### config.mk
export PLATFORM = sky130hd
export DESIGN_NAME = parameter_stream_sink
export DESIGN_NICKNAME = d
export VERILOG_FILES = /design/src/rtl/parameter_stream_sink_pkg.sv /design/src/rtl/parameter_stream_sink_ram.sv /design/src/rtl/parameter_stream_sink.sv
export SDC_FILE = /design/constraint.sdc
export NUM_CORES = 1
export LEC_CHECK = 0
export CORE_ASPECT_RATIO = 1.75
export CORE_UTILIZATION = 62
export DETAILED_ROUTE_END_ITERATION = 8
export PLACE_DENSITY = 0.8
export SLEW_MARGIN = 20
export SYNTH_ARGS = -nofsm -noshare
export SYNTH_HDL_FRONTEND = slang
export SYNTH_SLANG_ARGS = --single-unit
### constraint.sdc
create_clock -name clk -period 2.55 [get_ports clk]
set_input_delay 0.51 -clock clk [delete_from_list [all_inputs] [get_ports clk]]
set_output_delay 0.51 -clock clk [all_outputs]
set_load 0.05 [all_outputs]
### src/rtl/parameter_stream_sink_pkg.sv
// Shared types and helpers for the parameter streaming sink.
// Holds the sink FSM state encoding and the packed-beat width helper.
package param_stream_pkg;

    typedef enum logic {
        FILL = 1'b0,
        HOLD = 1'b1
    } sink_state_t;

    function automatic int beat_width(input int prec, input int par0, input int par1);
        return prec * par0 * par1;
    endfunction

endpackage

### src/rtl/parameter_stream_sink_ram.sv
// Simple dual-port frame RAM: one write port, one ROM-style read port with a
// two-stage ce-gated read pipeline. Out-of-range reads return zero.
module param_sink_ram
    import param_stream_pkg::*;
#(
    parameter int WIDTH = 16,
    parameter int DEPTH = 32,
    parameter int AW    = 6,
    localparam int IDX_W = (DEPTH > 1) ? $clog2(DEPTH) : 1
) (
    input  logic             clk,
    input  logic             rst,
    input  logic             we_i,
    input  logic [IDX_W-1:0] waddr_i,
    input  logic [WIDTH-1:0] wdata_i,
    input  logic             ce_i,
    input  logic [AW-1:0]    raddr_i,
    output logic [WIDTH-1:0] q_o
);

    logic [WIDTH-1:0] mem [DEPTH];
    logic [WIDTH-1:0] stage1_q;
    logic [WIDTH-1:0] q_q;
    logic             in_range_s;

    assign in_range_s = (raddr_i < AW'(DEPTH));
    assign q_o        = q_q;

    // Write port; contents survive reset so a held frame stays readable.
    always_ff @(posedge clk) begin
        if (we_i) begin
            mem[waddr_i] <= wdata_i;
        end
    end

    // Read pipeline: nonblocking read of mem gives read-before-write on a collision.
    always_ff @(posedge clk) begin
        if (!rst) begin
            stage1_q <= '0;
            q_q      <= '0;
        end else if (ce_i) begin
            stage1_q <= in_range_s ? mem[raddr_i[IDX_W-1:0]] : '0;
            q_q      <= stage1_q;
        end
    end

endmodule

### src/rtl/parameter_stream_sink.sv
// Parameter stream sink: captures one streamed frame into RAM, then holds it for
// ROM-style readback. Optional frame XOR checksum under `PARAM_SINK_CHECKSUM_EN.
module parameter_stream_sink
    import param_stream_pkg::*;
#(
    parameter int PRECISION_0       = 16,
    parameter int TENSOR_SIZE_DIM_0 = 32,
    parameter int PARALLELISM_DIM_0 = 1,
    parameter int PARALLELISM_DIM_1 = 1,
    parameter int IN_DEPTH          = TENSOR_SIZE_DIM_0 / PARALLELISM_DIM_0,
    parameter int ADDR_WIDTH        = $clog2(IN_DEPTH) + 1
) (
    input  logic                   clk,
    input  logic                   rst,
    input  logic [PRECISION_0-1:0] data_in [PARALLELISM_DIM_0*PARALLELISM_DIM_1],
    input  logic                   data_in_valid,
    output logic                   data_in_ready,
    input  logic                   frame_release,
    output logic                   frame_done,
    input  logic [ADDR_WIDTH-1:0]  address0,
    input  logic                   ce0,
    output logic [PRECISION_0*PARALLELISM_DIM_0*PARALLELISM_DIM_1-1:0] q0
`ifdef PARAM_SINK_CHECKSUM_EN
    ,
    output logic [PRECISION_0*PARALLELISM_DIM_0*PARALLELISM_DIM_1-1:0] checksum
`endif
);

    localparam int P      = PARALLELISM_DIM_0 * PARALLELISM_DIM_1;
    localparam int BEAT_W = beat_width(PRECISION_0, PARALLELISM_DIM_0, PARALLELISM_DIM_1);
    localparam int IDX_W  = (IN_DEPTH > 1) ? $clog2(IN_DEPTH) : 1;

    sink_state_t       state_q, state_d;
    logic [IDX_W-1:0]  wr_ptr_q, wr_ptr_d;
    logic              frame_done_q, frame_done_d;
    logic [BEAT_W-1:0] beat_s;
    logic              accept_s;
    logic              last_s;

    // Ready is a pure decode of the registered state.
    assign data_in_ready = (state_q == FILL);
    assign accept_s      = data_in_valid && (state_q == FILL);
    assign last_s        = (wr_ptr_q == IDX_W'(IN_DEPTH - 1));
    assign frame_done    = frame_done_q;

    // Pack beat elements, element j at bit offset PRECISION_0*j.
    always_comb begin
        beat_s = '0;
        for (int j = 0; j < P; j++) begin
            beat_s[PRECISION_0*j +: PRECISION_0] = data_in[j];
        end
    end

    // Next-state logic for the fill/hold FSM and write pointer.
    always_comb begin
        state_d      = state_q;
        wr_ptr_d     = wr_ptr_q;
        frame_done_d = 1'b0;
        case (state_q)
            FILL: begin
                if (accept_s) begin
                    if (last_s) begin
                        wr_ptr_d     = '0;
                        state_d      = HOLD;
                        frame_done_d = 1'b1;
                    end else begin
                        wr_ptr_d = wr_ptr_q + IDX_W'(1);
                    end
                end else begin
                    wr_ptr_d = wr_ptr_q;
                end
            end
            HOLD: begin
                if (frame_release) begin
                    state_d = FILL;
                end else begin
                    state_d = HOLD;
                end
            end
            default: begin
                state_d  = FILL;
                wr_ptr_d = '0;
            end
        endcase
    end

    // State, pointer and completion pulse registers.
    always_ff @(posedge clk) begin
        if (!rst) begin
            state_q      <= FILL;
            wr_ptr_q     <= '0;
            frame_done_q <= 1'b0;
        end else begin
            state_q      <= state_d;
            wr_ptr_q     <= wr_ptr_d;
            frame_done_q <= frame_done_d;
        end
    end

`ifdef PARAM_SINK_CHECKSUM_EN
    logic [BEAT_W-1:0] acc_q, acc_d;
    logic [BEAT_W-1:0] checksum_q, checksum_d;

    assign checksum = checksum_q;

    // Running XOR; published and cleared on the final beat so it lines up with frame_done.
    always_comb begin
        acc_d      = acc_q;
        checksum_d = checksum_q;
        if (accept_s) begin
            if (last_s) begin
                checksum_d = acc_q ^ beat_s;
                acc_d      = '0;
            end else begin
                acc_d = acc_q ^ beat_s;
            end
        end else begin
            acc_d = acc_q;
        end
    end

    // Checksum registers.
    always_ff @(posedge clk) begin
        if (!rst) begin
            acc_q      <= '0;
            checksum_q <= '0;
        end else begin
            acc_q      <= acc_d;
            checksum_q <= checksum_d;
        end
    end
`endif

    param_sink_ram #(
        .WIDTH (BEAT_W),
        .DEPTH (IN_DEPTH),
        .AW    (ADDR_WIDTH)
    ) u_ram (
        .clk     (clk),
        .rst     (rst),
        .we_i    (accept_s),
        .waddr_i (wr_ptr_q),
        .wdata_i (beat_s),
        .ce_i    (ce0),
        .raddr_i (address0),
        .q_o     (q0)
    );

endmodule

==> Word level (Yosys, flattened, before mapping) <==
Memory sizes are Yosys's and may differ from the RTL's.
Cells that the tools add are included.
{ "word_totals": {"regBits": 39, "ramBits": 512, "inputBits": 27, "elab_cells": 22, "memories": 1} }
{ "classes": {"n_addsub": 1, "n_lt_le_gt_ge": 1, "n_eq_ne": 1, "n_mux": 8, "bitwise_logic": 2, "reduce_logical": 3} }
{ "mem_list": {"columns": ["memory", "words", "word_bits", "read_ports", "rd_ports_with_merged_regs", "write_ports", "line", "source"], "rows": [
  ["u_ram.mem", 32, 16, 1, 0, 1, "parameter_stream_sink_ram.sv:21", "logic [WIDTH-1:0] mem [DEPTH];"]
]} }
{ "op_table": {"columns": ["op", "count"], "rows": [
  ["two-way mux 16 bit", 1],
  ["< comparator 6 bit, second input constant", 1],
  ["adder 5 x 1 -> 5 bit, second input constant", 1],
  ["equality test 5 bit, second input constant", 1],
  ["two-way mux 1 bit", 5],
  ["two-way mux 5 bit", 1],
  ["NOT 1 bit", 2],
  ["case mux 1 bit (2 select lines)", 1],
  ["AND reduction 2 bit", 1],
  ["OR reduction 2 bit", 1],
  ["logical AND 1 bit", 1]
]} }

==> Logic depth before layout (Yosys ltp) <==
{ "depth": {"depth_word": 4, "mapped_depth": 8} }

==> Cells and area by module <==
From an unflattened synthesis, not the netlist that was laid out.
{ "unflattened": {"cells_unflattened": 1111, "hier_area_um2": 21657.0} }
{ "modules_own_cells": {"columns": ["mod", "n_inst", "cells_each", "area_each_um2", "seq_area_each_um2"], "rows": [
  ["param_sink_ram", 1, 1075, 21323.0, 16015.4],
  ["parameter_stream_sink", 1, 36, 334.1, 140.1]
]} }

==> Least setup slack after synthesis <==
Ideal clock, no wire load.
{ "synth_path": {"kind": "input port to flip-flop", "start": "in data_in_valid", "end": "mem u_ram.mem[31][0], enable pin", "setup_ns": 0.388, "t_arrival_ns": 1.782, "setup_slack_ns": 0.380, "stages": 4, "n_path_buf": 1, "path_cell_list": "nor2b_1 -> clkbuf_1 -> nand2_1 -> nor2_1"} }
{ "synth_between": {"elab_chain_len": 3} }
{ "synth_lines": {"columns": ["item", "line", "source"], "rows": [
  ["start: declaration", "parameter_stream_sink.sv:16", "input logic data_in_valid,"],
  ["logical AND 1 bit", "parameter_stream_sink.sv:42", "assign accept_s = data_in_valid && (state_q == FILL);"],
  ["two-way mux 1 bit", "parameter_stream_sink_ram.sv:31", "if (we_i) begin"],
  ["two-way mux 1 bit (not written as such)", "parameter_stream_sink_ram.sv:32", "mem[waddr_i] <= wdata_i;"],
  ["end: declaration", "parameter_stream_sink_ram.sv:21", null]
]} }
Every way passes these cells.

==> Worst setup path after layout <==
{ "layout_path": {"start": "in address0[4]", "end": "reg u_ram.stage1_q[1]"} }
{ "layout_between": {"elab_chain_len": 2} }
{ "layout_lines": {"columns": ["item", "line", "source"], "rows": [
  ["start: declaration", "parameter_stream_sink.sv:20", "input logic [ADDR_WIDTH-1:0] address0,"],
  ["memory read (32 x 16 bit) / < comparator 6 bit (equally long branches)", null, null],
  ["two-way mux 16 bit (*)", "parameter_stream_sink_ram.sv:42", "stage1_q <= in_range_s ? mem[raddr_i[IDX_W-1:0]] : '0;"],
  ["end signal: assignment", "parameter_stream_sink_ram.sv:42", null],
  ["end: declaration", "parameter_stream_sink_ram.sv:22", "logic [WIDTH-1:0] stage1_q;"]
]} }
Every way passes the cells marked *; elsewhere a longest branch is shown, timed or not.
A chain may end at the register's enable or synchronous reset.

==> flow_summary.ini <==
[sta]
worst_pin_slew_ns = 0.8217
clock-skew-final_ns = 0.03155
rsz0062_at_grt = no
setup_viol = 0
whs_ns = 0.5062
final_max_slew_viol_count = 0
period_share = 0.9410
timing.fmax_mhz = 416.8
period_minus_slack_ns = 2.400
slew_headroom = 0.4381
hold_viol_final = 0
setup-tns-final_ns = 0

[cells_and_area]
finalCoreUtilization = 0.7270
layout_common_cells = 512 x edfxtp_1, 105 x buf_4, 99 x mux4_2, 75 x mux2i_1, 49 x nor2b_1
final_cell_area_sq_um = 24970
nFillCells = 1971
antennaDiodeCount = 0
multi_input_area_sq_um = 5020
drive_gt1_frac = 0.2506
area_delta_synth_final_pct = 15.92
final_common_cell = edfxtp_1
ff_latch_area_sq_um = 16160
nets = 1269

[die]
initial_core_util = 0.6271
num_rows = 90
die_h_um = 248.6
die_area_sq_um = 35520
die_x_um = 142.9
core_sq_um = 34350
io_pins = 45

[synthesis]
async_flop_share = 0
ys_ff_latch = 551
synth_edf_count = 512
yosys.area.top_type = edfxtp_1
synthTopCellsByArea = edfxtp_1 71%, mux4_2 10%, dfxtp_1 3.6%
synth_top_area_frac = 0.7138
synth_nets = 1105
syn_area_per_cell_sq_um = 20.07
synthCells = 1073
syn_area_sq_um = 21540
ys_types = 50
yosys_warnings = 0
postSynth.topFlopCell = edfxtp_1
seq_area_frac_synth = 0.7501

[cts]
h-tree-depth = 2
cts_setup_buffers = 0
root_buffer = clkbuf_16
cts_hold_buf = 0
cts_resized = 0
cts_buffer_depth = 3
cts_made_buffers = 46
clk_pin_slew_ns = 0.07
tritoncts = yes
clock-sinks = 551
clk_latency_ns = 0.59

[critical_path]
endpoint_kind = register
path_max_fanout = 10
path_class = in2reg
start_kind = input port
rrSetupSlack_ns = 0.47
worstPathRequired_ns = 3.00
critPathLaunch = address0[4]
critPathArrivalTime_ns = 2.85
timing.rr.start = u_ram.mem[28][9]
r2r-end = u_ram.stage1_q[9]
rr_worst_depth = 4

[routing]
wl_per_cell_um = 31.03
first_iter_violations = 1286
first_pass_iters = 7
postRouteAntennaNets = 0
vias = 11500
routed_via_density = 6.638
drc = 0
wirelength_mm = 53.78

[grt]
antenna_found_initial = 0
grt_pass1_vias = 11690
grt_start_max_net_pins = 33
grt_overflow = 0
grt.total_usage = 0.3175
grt_pass1_wl_mm = 77.91

[min_path]
hold-path-endpoint = u_ram.stage1_q[9]
worst_hold_path.num_cells = 3
hold_class = in2reg
hold_path.startpoint = ce0

[placement]
placed_cell_area_sq_um = 23510
routabilityCongestion = 0.9907
dpl.hpwl_mm = 35.24
port_buffers = 44

[power]
ir_drop_mv = 0.6684
pwr-share-seq = 0.555
switching_power_uw = 3841
p_sw_frac = 0.2135
combPwrFrac = 0.061
power_leakage_uw = 0.008157
power_frac_clock = 0.384
internal_power_uw = 14150
power.density_nw_per_um2 = 720.5

[outcome]
status = completed

[job]
cap_viol_max_count = 0
## state kept, by name (all words and copies together) (netlist names)
| name | flops |
|---|---|
| u_ram.q_o | 16 |
| state_q | 1 |
| frame_done | 1 |
| u_ram.mem | 512 |
| u_ram.stage1_q | 16 |
| wr_ptr_q | 5 |
## cell families (layout without fill, tap and decap cells)
| logic type | after synthesis | count (layout) | share of synthesized area |
|---|---|---|---|
| compound gates | 98 | 98 | 0.03828 |
| fa+ha+maj | 5 | 5 | 0.002905 |
| mux | 188 | 188 | 0.1485 |
| flops | 551 | 551 | 0.7501 |
| simple gates | 169 | 169 | 0.04310 |
| buf+inv | 62 | 262 | 0.01714 |
## area by class of cell
class                   instances  area share
clock buffers                  61     0.05001
clock inverters                23    0.008569
inverters                       4   0.0006014
multi-input cells             460      0.2011
flip-flops and latches        551      0.6471
well taps                     460     0.02305
repair buffers                174     0.06966
## power groups by stage
stage	clock network, uW	registers (uW)	logic [uW]
2_1_floorplan	0	10200	529
3_3_place_gp	0	10200	1060
3_5_place_dp	0	10200	1080
4_1_cts	6970	9980	1090
5_1_grt	7290	9980	1130
6_report	6910	9980	1100
## Yosys cell counts (all sizes together), types with 5 or more instances
| master | n |
|---|---|
| and2 | 5 |
| nand2 | 21 |
| a211oi | 12 |
| o2111ai | 11 |
| o21ai | 7 |
| nor2 | 40 |
| clkbuf | 24 |
| o22ai | 14 |
| a22oi | 8 |
| edfxtp | 512 |
| mux2i | 75 |
| a2111oi | 32 |
| dfxtp | 39 |
| mux2 | 10 |
| nand2b | 26 |
| nor2b | 49 |
| ha | 5 |
| buf | 34 |
| mux4 | 103 |
| nand3b | 6 |
## worst max-delay path, cell delays in order
cell and delay (ns):
clkdlybuf4s50_1 0.76, or3b_1 0.42, o22ai_1 0.11, a2111oi_0 0.76, buf_4 0.23, a211oi_1 0.05
## how the worst max path moves through the flow
stage | to | slack [ns] | depth (start not counted)
finish | u_ram.stage1_q[1] | 0.15 | 6
global route | u_ram.stage1_q[0] | 0.11 | 5
CTS | u_ram.stage1_q[0] | 0.24 | 5
detailed placement | u_ram.stage1_q[0] | -0.35 | 5
global placement | u_ram.stage1_q[1] | -0.36 | 6
floorplan | u_ram.mem[31][0] | 0.38 | 4
## per-stage QoR
| stage | cells | worst slack, ns | power [uW] |
|---|---|---|---|
| 5_1_grt | 1733 | 0.1085 | 18410 |
| 3_3_place_gp | 1649 | -0.3580 | 11230 |
| 2_1_floorplan | 1073 | 0.3796 | 10710 |
| 3_5_place_dp | 1649 | -0.3487 | 11260 |
| 6_report | 1733 | 0.1505 | 17990 |
| 4_1_cts | 1733 | 0.2384 | 18030 |
## metal layers
| metal | track usage | vias up | part of all wire |
|---|---|---|---|
| li1 | - | 4736 | - |
| met5 | 0 | - | 0 |
| met1 | 0.3844 | 5933 | 0.34 |
| met4 | 0.1684 | 0 | 0.059 |
| met2 | 0.5497 | 670 | 0.53 |
| met3 | 0.04448 | 164 | 0.073 |
(Power assumes the default switching activity.)
